[src/rtl/intersection_light_ctrl.sv]
// intersection_light_ctrl: two-road light sequencer with per-road saturating
// car queues. Highway rests on green; side road is served on demand.
// Optional macro TRAFFIC_STATS_EN builds the served-car counters.
// Ports:
//   traffic_clk, reset          clock, synchronous active-high reset
//   hw_arrive, side_arrive      one car arrives on that road this cycle
//   hw_light, side_light        lamps: 00 red, 01 yellow, 10 green
//   highWay_Green               high only while highway is green
//   hw_depart, side_depart      one queued car leaves this cycle
//   hw_queue, side_queue        waiting car counts (saturating)
//   hw_served, side_served      cars served (0 without TRAFFIC_STATS_EN)
module intersection_light_ctrl #(
    parameter int GREEN_MIN   = 4,
    parameter int GREEN_MAX   = 12,
    parameter int YELLOW_TIME = 2,
    parameter int QUEUE_W     = 5
) (
    input  logic               traffic_clk,
    input  logic               reset,
    input  logic               hw_arrive,
    input  logic               side_arrive,
    output logic [1:0]         hw_light,
    output logic [1:0]         side_light,
    output logic               highWay_Green,
    output logic               hw_depart,
    output logic               side_depart,
    output logic [QUEUE_W-1:0] hw_queue,
    output logic [QUEUE_W-1:0] side_queue,
    output logic [15:0]        hw_served,
    output logic [15:0]        side_served
);

    localparam int CNT_W = (GREEN_MAX > 1) ? $clog2(GREEN_MAX) : 1;

    localparam logic [CNT_W-1:0] CNT_MAX = CNT_W'(GREEN_MAX - 1);
    localparam logic [CNT_W-1:0] MIN_M1  = CNT_W'(GREEN_MIN - 1);
    localparam logic [CNT_W-1:0] YEL_M1  = CNT_W'(YELLOW_TIME - 1);

    localparam logic [QUEUE_W-1:0] Q_MAX = '1;

    localparam logic [1:0] LAMP_RED = 2'b00;
    localparam logic [1:0] LAMP_YEL = 2'b01;
    localparam logic [1:0] LAMP_GRN = 2'b10;

    typedef enum logic [2:0] {
        HW_GREEN,
        HW_YELLOW,
        RED_TO_SIDE,
        SIDE_GREEN,
        SIDE_YELLOW,
        RED_TO_HW
    } state_t;

    state_t             r_state;
    state_t             w_next_state;
    logic [CNT_W-1:0]   r_state_cnt;
    logic [CNT_W-1:0]   w_next_cnt;
    logic [QUEUE_W-1:0] r_hw_queue;
    logic [QUEUE_W-1:0] r_side_queue;
    logic [QUEUE_W-1:0] w_hw_queue_next;
    logic [QUEUE_W-1:0] w_side_queue_next;

    logic w_min_done;
    logic w_cnt_max;
    logic w_yel_done;
    logic w_hw_wait;
    logic w_side_wait;
    logic w_hw_depart;
    logic w_side_depart;

    // Decisions look only at registered queues, never at this cycle's arrival.
    assign w_min_done  = (r_state_cnt >= MIN_M1);
    assign w_cnt_max   = (r_state_cnt == CNT_MAX);
    assign w_yel_done  = (r_state_cnt == YEL_M1);
    assign w_hw_wait   = (r_hw_queue != '0);
    assign w_side_wait = (r_side_queue != '0);

    assign w_hw_depart   = (r_state == HW_GREEN) && w_hw_wait;
    assign w_side_depart = (r_state == SIDE_GREEN) && w_side_wait;

    always_comb begin
        w_next_state = r_state;
        unique case (r_state)
            HW_GREEN: begin
                if (w_min_done && w_side_wait && (!w_hw_wait || w_cnt_max))
                    w_next_state = HW_YELLOW;
            end
            HW_YELLOW: begin
                if (w_yel_done)
                    w_next_state = RED_TO_SIDE;
            end
            RED_TO_SIDE: w_next_state = SIDE_GREEN;
            SIDE_GREEN: begin
                if (w_min_done && (!w_side_wait || (w_hw_wait && w_cnt_max)))
                    w_next_state = SIDE_YELLOW;
            end
            SIDE_YELLOW: begin
                if (w_yel_done)
                    w_next_state = RED_TO_HW;
            end
            RED_TO_HW: w_next_state = HW_GREEN;
            default:   w_next_state = HW_GREEN;
        endcase
    end

    // Counter restarts on every state entry and parks at GREEN_MAX-1.
    always_comb begin
        w_next_cnt = r_state_cnt;
        if (w_next_state != r_state)
            w_next_cnt = '0;
        else if (!w_cnt_max)
            w_next_cnt = r_state_cnt + 1'b1;
    end

    // Arrive+depart cancel; a lone arrival at full scale is dropped.
    always_comb begin
        w_hw_queue_next = r_hw_queue;
        if (hw_arrive && !w_hw_depart && (r_hw_queue != Q_MAX))
            w_hw_queue_next = r_hw_queue + 1'b1;
        else if (!hw_arrive && w_hw_depart)
            w_hw_queue_next = r_hw_queue - 1'b1;
    end

    always_comb begin
        w_side_queue_next = r_side_queue;
        if (side_arrive && !w_side_depart && (r_side_queue != Q_MAX))
            w_side_queue_next = r_side_queue + 1'b1;
        else if (!side_arrive && w_side_depart)
            w_side_queue_next = r_side_queue - 1'b1;
    end

    always_ff @(posedge traffic_clk) begin
        if (reset) begin
            r_state      <= HW_GREEN;
            r_state_cnt  <= '0;
            r_hw_queue   <= '0;
            r_side_queue <= '0;
        end else begin
            r_state      <= w_next_state;
            r_state_cnt  <= w_next_cnt;
            r_hw_queue   <= w_hw_queue_next;
            r_side_queue <= w_side_queue_next;
        end
    end

    // Moore lamp decode from the state register.
    always_comb begin
        hw_light      = LAMP_RED;
        side_light    = LAMP_RED;
        highWay_Green = 1'b0;
        unique case (r_state)
            HW_GREEN: begin
                hw_light      = LAMP_GRN;
                highWay_Green = 1'b1;
            end
            HW_YELLOW:   hw_light   = LAMP_YEL;
            SIDE_GREEN:  side_light = LAMP_GRN;
            SIDE_YELLOW: side_light = LAMP_YEL;
            RED_TO_SIDE,
            RED_TO_HW: begin
                hw_light   = LAMP_RED;
                side_light = LAMP_RED;
            end
            default: begin
                hw_light   = LAMP_RED;
                side_light = LAMP_RED;
            end
        endcase
    end

    assign hw_depart   = w_hw_depart;
    assign side_depart = w_side_depart;
    assign hw_queue    = r_hw_queue;
    assign side_queue  = r_side_queue;

`ifdef TRAFFIC_STATS_EN
    logic [15:0] r_hw_served;
    logic [15:0] r_side_served;

    always_ff @(posedge traffic_clk) begin
        if (reset) begin
            r_hw_served   <= '0;
            r_side_served <= '0;
        end else begin
            if (w_hw_depart && (r_hw_served != 16'hFFFF))
                r_hw_served <= r_hw_served + 16'd1;
            if (w_side_depart && (r_side_served != 16'hFFFF))
                r_side_served <= r_side_served + 16'd1;
        end
    end

    assign hw_served   = r_hw_served;
    assign side_served = r_side_served;
`else
    assign hw_served   = 16'd0;
    assign side_served = 16'd0;
`endif

endmodule

[config.mk]
export PLATFORM = sky130hd
export DESIGN_NAME = intersection_light_ctrl
export DESIGN_NICKNAME = d
export VERILOG_FILES = /design/src/rtl/intersection_light_ctrl.sv
export SDC_FILE = /design/constraint.sdc
export NUM_CORES = 1
export LEC_CHECK = 0
export ABC_AREA = 1
export ABC_CLOCK_PERIOD_IN_PS = 1900
export CAP_MARGIN = 10
export CORE_MARGIN = 1
export CORE_UTILIZATION = 35
export DETAILED_ROUTE_END_ITERATION = 7
export MAX_ROUTING_LAYER = met4
export PLACE_DENSITY = 0.69
export RECOVER_POWER = 25
export SETUP_SLACK_MARGIN = 0.1
export SLEW_MARGIN = 20
export SYNTH_ARGS = -nofsm -noshare
export SYNTH_HDL_FRONTEND = slang
export SYNTH_SLANG_ARGS = --single-unit
[constraint.sdc]
create_clock -name traffic_clk -period 1.9 [get_ports traffic_clk]
set_input_delay 0.38 -clock traffic_clk [delete_from_list [all_inputs] [get_ports traffic_clk]]
set_output_delay 0.38 -clock traffic_clk [all_outputs]
set_load 0.01 [all_outputs]
==> flow_summary.ini <==
[sta]
rsz0062_at_grt = true
setup_tns_ns = 0
hold_viol_final = 0
period_share_pct = 94.4
timing.final.ws_setup_ns = 0.107
fin_skew_ns = 0.00276
setup_violations = 0
fmax_mhz = 558
fin_crit_ns = 1.79
drv_slew = 0

[power]
finalPower_mw = 2.29
power_density_nw_per_um2 = 1130
pwr-share-seq_pct = 25.0
p_comb_share_pct = 63.3
switching_share_pct = 41.2
p_int_mw = 1.35
p_sw_mw = 0.945
clockPowerShare_pct = 11.7
vdd_drop_max_mv = 0.856
p_leak_nw = 0.960

[place]
gp_congestion = 0.806
dp_slack_ns = -0.269
dp_hpwl_mm = 2.12
port_buffers = 20

[routing]
routed_wl_mm = 2.93
ant_nets = 0
drtIter0Drc = 49
num_vias = 1256
first_pass_iters = 5
viasPerCell = 4.32
drcViolationCount = 0
avgRoutedWirePerCell_microns = 10.1

[grt]
grt_max_degree = 11
grt_overflow_total = 0
antenna_found_initial = 0
grt_pass1_vias = 1146
grt_pass1_wl_mm = 4.82
grt_usage_pct = 14.9

[final_layout]
seqCellArea_sq_um = 365
layout.nets = 258
final_core_util_pct = 55.0
multi_input_area_sq_um = 1030
n_antenna_cell = 0
areaGrowthSynthToFinish_pct = 49.2
drive_gt1_share_pct = 36.2
filler_cell_count = 355

[worst_setup_path]
critPathSlowestCell = dfxtp_4
start_kind = flip-flop
path_cells = inv_1 -> nor3_4 -> nor2_4 -> nand2_8 -> ha_4 -> a21oi_2 -> o21ai_2 -> or2_1 -> nand3_1 -> nand2_1 -> nor2_1
critPathMaxStageDelay_ns = 0.37
cp.required_ns = 2.08
path_max_fanout = 6
end_kind = flip-flop
arrival_ns = 1.98
worst-setup-path-type = reg -> reg

[logic_synthesis]
synth_edf_count = 0
synth.distinct_cells = 24
async_flop_share_pct = 0
syn-cell-area_sq_um = 1360
ys_ff_latch = 17
yosysMostFrequentCell = buf_4
synth_area_per_cell_sq_um = 7.16
synth_top_cell_area_share_pct = 25.0
syn_inst = 190
synth_top_area_cell = dfxtp_1
ys.flop_type = dfxtp_1
synth_common_cells = buf_4, nand2_1, inv_1
synth_warnings = 0
synth_seq_area_share_pct = 25.0
synth.area.top_cells = dfxtp_1, buf_4, ha_1, nand2_1, a21oi_1

[floorplanning]
design.core.area_sq_um = 3690
rows = 22
ios = 53
dieArea_sq_um = 4140
die_w_microns = 64.3
start_util_pct = 36.9
die-height_microns = 64.3

[min_path]
hp-class = reg -> reg

[cts]
ctsHoldBuffers = 0
clockRootBuffer = clkbuf_8
insertion_delay_ns = 0.25
clkTransAtPathRegs_ns = 0.07
cts_buffers = 3
cts_tree = done
clock_path_buffers = 2
cts_sinks = 17
htreeDepth = 1

[flow_run]
max_cap_violations = 0

[run_status]
status = complete, no violations
==> power by group through the flow <==
stage	Sequential (mW)	Clock, mW	Combinational (mW)
floorplan	0.559	0	0.735
global placement	0.534	0	1.15
detailed placement	0.534	0	1.19
CTS	0.536	0.277	1.30
global route	0.591	0.295	1.63
finish	0.573	0.267	1.45
==> metrics by stage <==
| stage | instance area, sq um | instances | hold WS (ns) |
|---|---|---|---|
| after floorplan | 1540 | 221 | 0.449 |
| after global placement | 1720 | 278 | 0.464 |
| after detailed placement | 1720 | 278 | 0.469 |
| after CTS | 1840 | 285 | 0.471 |
| after global routing | 2030 | 291 | 0.510 |
| final | 2030 | 291 | 0.486 |
==> registers in the layout (all words and copies together) (netlist names) <==
signal,cells
r_state,3
hw_queue,5
side_queue,5
r_state_cnt,4
==> repair_timing <==
item,4_1_cts,5_1_grt
setup buffers,3,6
resized for setup,26,38
endpoints found under the setup margin,10,8
gates cloned,0,0
pin swaps,8,29
==> cells in the final DEF (no fill, tap or decap), types with 5 or more instances in the layout <==
| master | count |
|---|---|
| inv_1 | 15 |
| nor2_1 | 11 |
| buf_4 | 27 |
| ha_4 | 5 |
| dfxtp_1 | 9 |
| clkdlybuf4s50_1 | 9 |
| a21oi_2 | 5 |
| dlygate4sd2_1 | 6 |
| dfxtp_4 | 6 |
| nand2_1 | 23 |
| inv_2 | 8 |
| nand3_1 | 10 |
| nand3_2 | 5 |
| conb_1 | 32 |
| o21ai_0 | 10 |
| a21oi_1 | 11 |
==> worst paths after layout <==
kind	from	to	slack, ns	depth (start not counted)
setup / recovery	hw_queue[0]$_SDFFE_PP0P_	hw_queue[4]$_SDFFE_PP0P_	0.11	11
hold / removal	hw_queue[0]$_SDFFE_PP0P_	hw_queue[0]$_SDFFE_PP0P_	0.49	1
setup reg to reg	hw_queue[0]$_SDFFE_PP0P_	hw_queue[4]$_SDFFE_PP0P_	0.11	11
hold reg to reg	hw_queue[0]$_SDFFE_PP0P_	hw_queue[0]$_SDFFE_PP0P_	0.49	1
==> routing by layer <==
metal	up-vias	wire, microns	global-route usage (%)
met1	564	1310	17.5
met5	-	0	-
met2	29	1510	25.8
met3	2	103	3.75
met4	0	2	2.50
li1	661	-	-
==> worst max-delay path: cells and delay by family, from the launching register on <==
kind / cells / cell delay (ns)
AND/OR/NAND/NOR: 7 / 0.74
buffers and inverters: 1 / 0.14
AO/OA/AOI/OAI: 2 / 0.21
flip-flops: 1 / 0.37
adder cells (fa/ha/maj): 1 / 0.25
==> kinds of logic (layout without fill, tap and decap cells) <==
group | count (synthesis) | in the layout | share of synthesized area, %
simple gates | 70 | 70 | 24.8
compound gates | 30 | 30 | 11.1
flops | 17 | 17 | 25.0
other cells | 1 | 32 | 0.276
xor+xnor | 6 | 6 | 3.86
fa+ha+maj | 10 | 10 | 10.3
buf+inv | 56 | 78 | 24.6
==> layout make-up <==
type                    count  area share [%]
multi-input cells         148            51.0
repair buffers             51            21.6
flip-flops and latches     17            18.0
inverters                  23            4.25
well taps                  48            2.96
clock buffers               4            2.22
No activity file was read; power rests on OpenSTA's default activity.
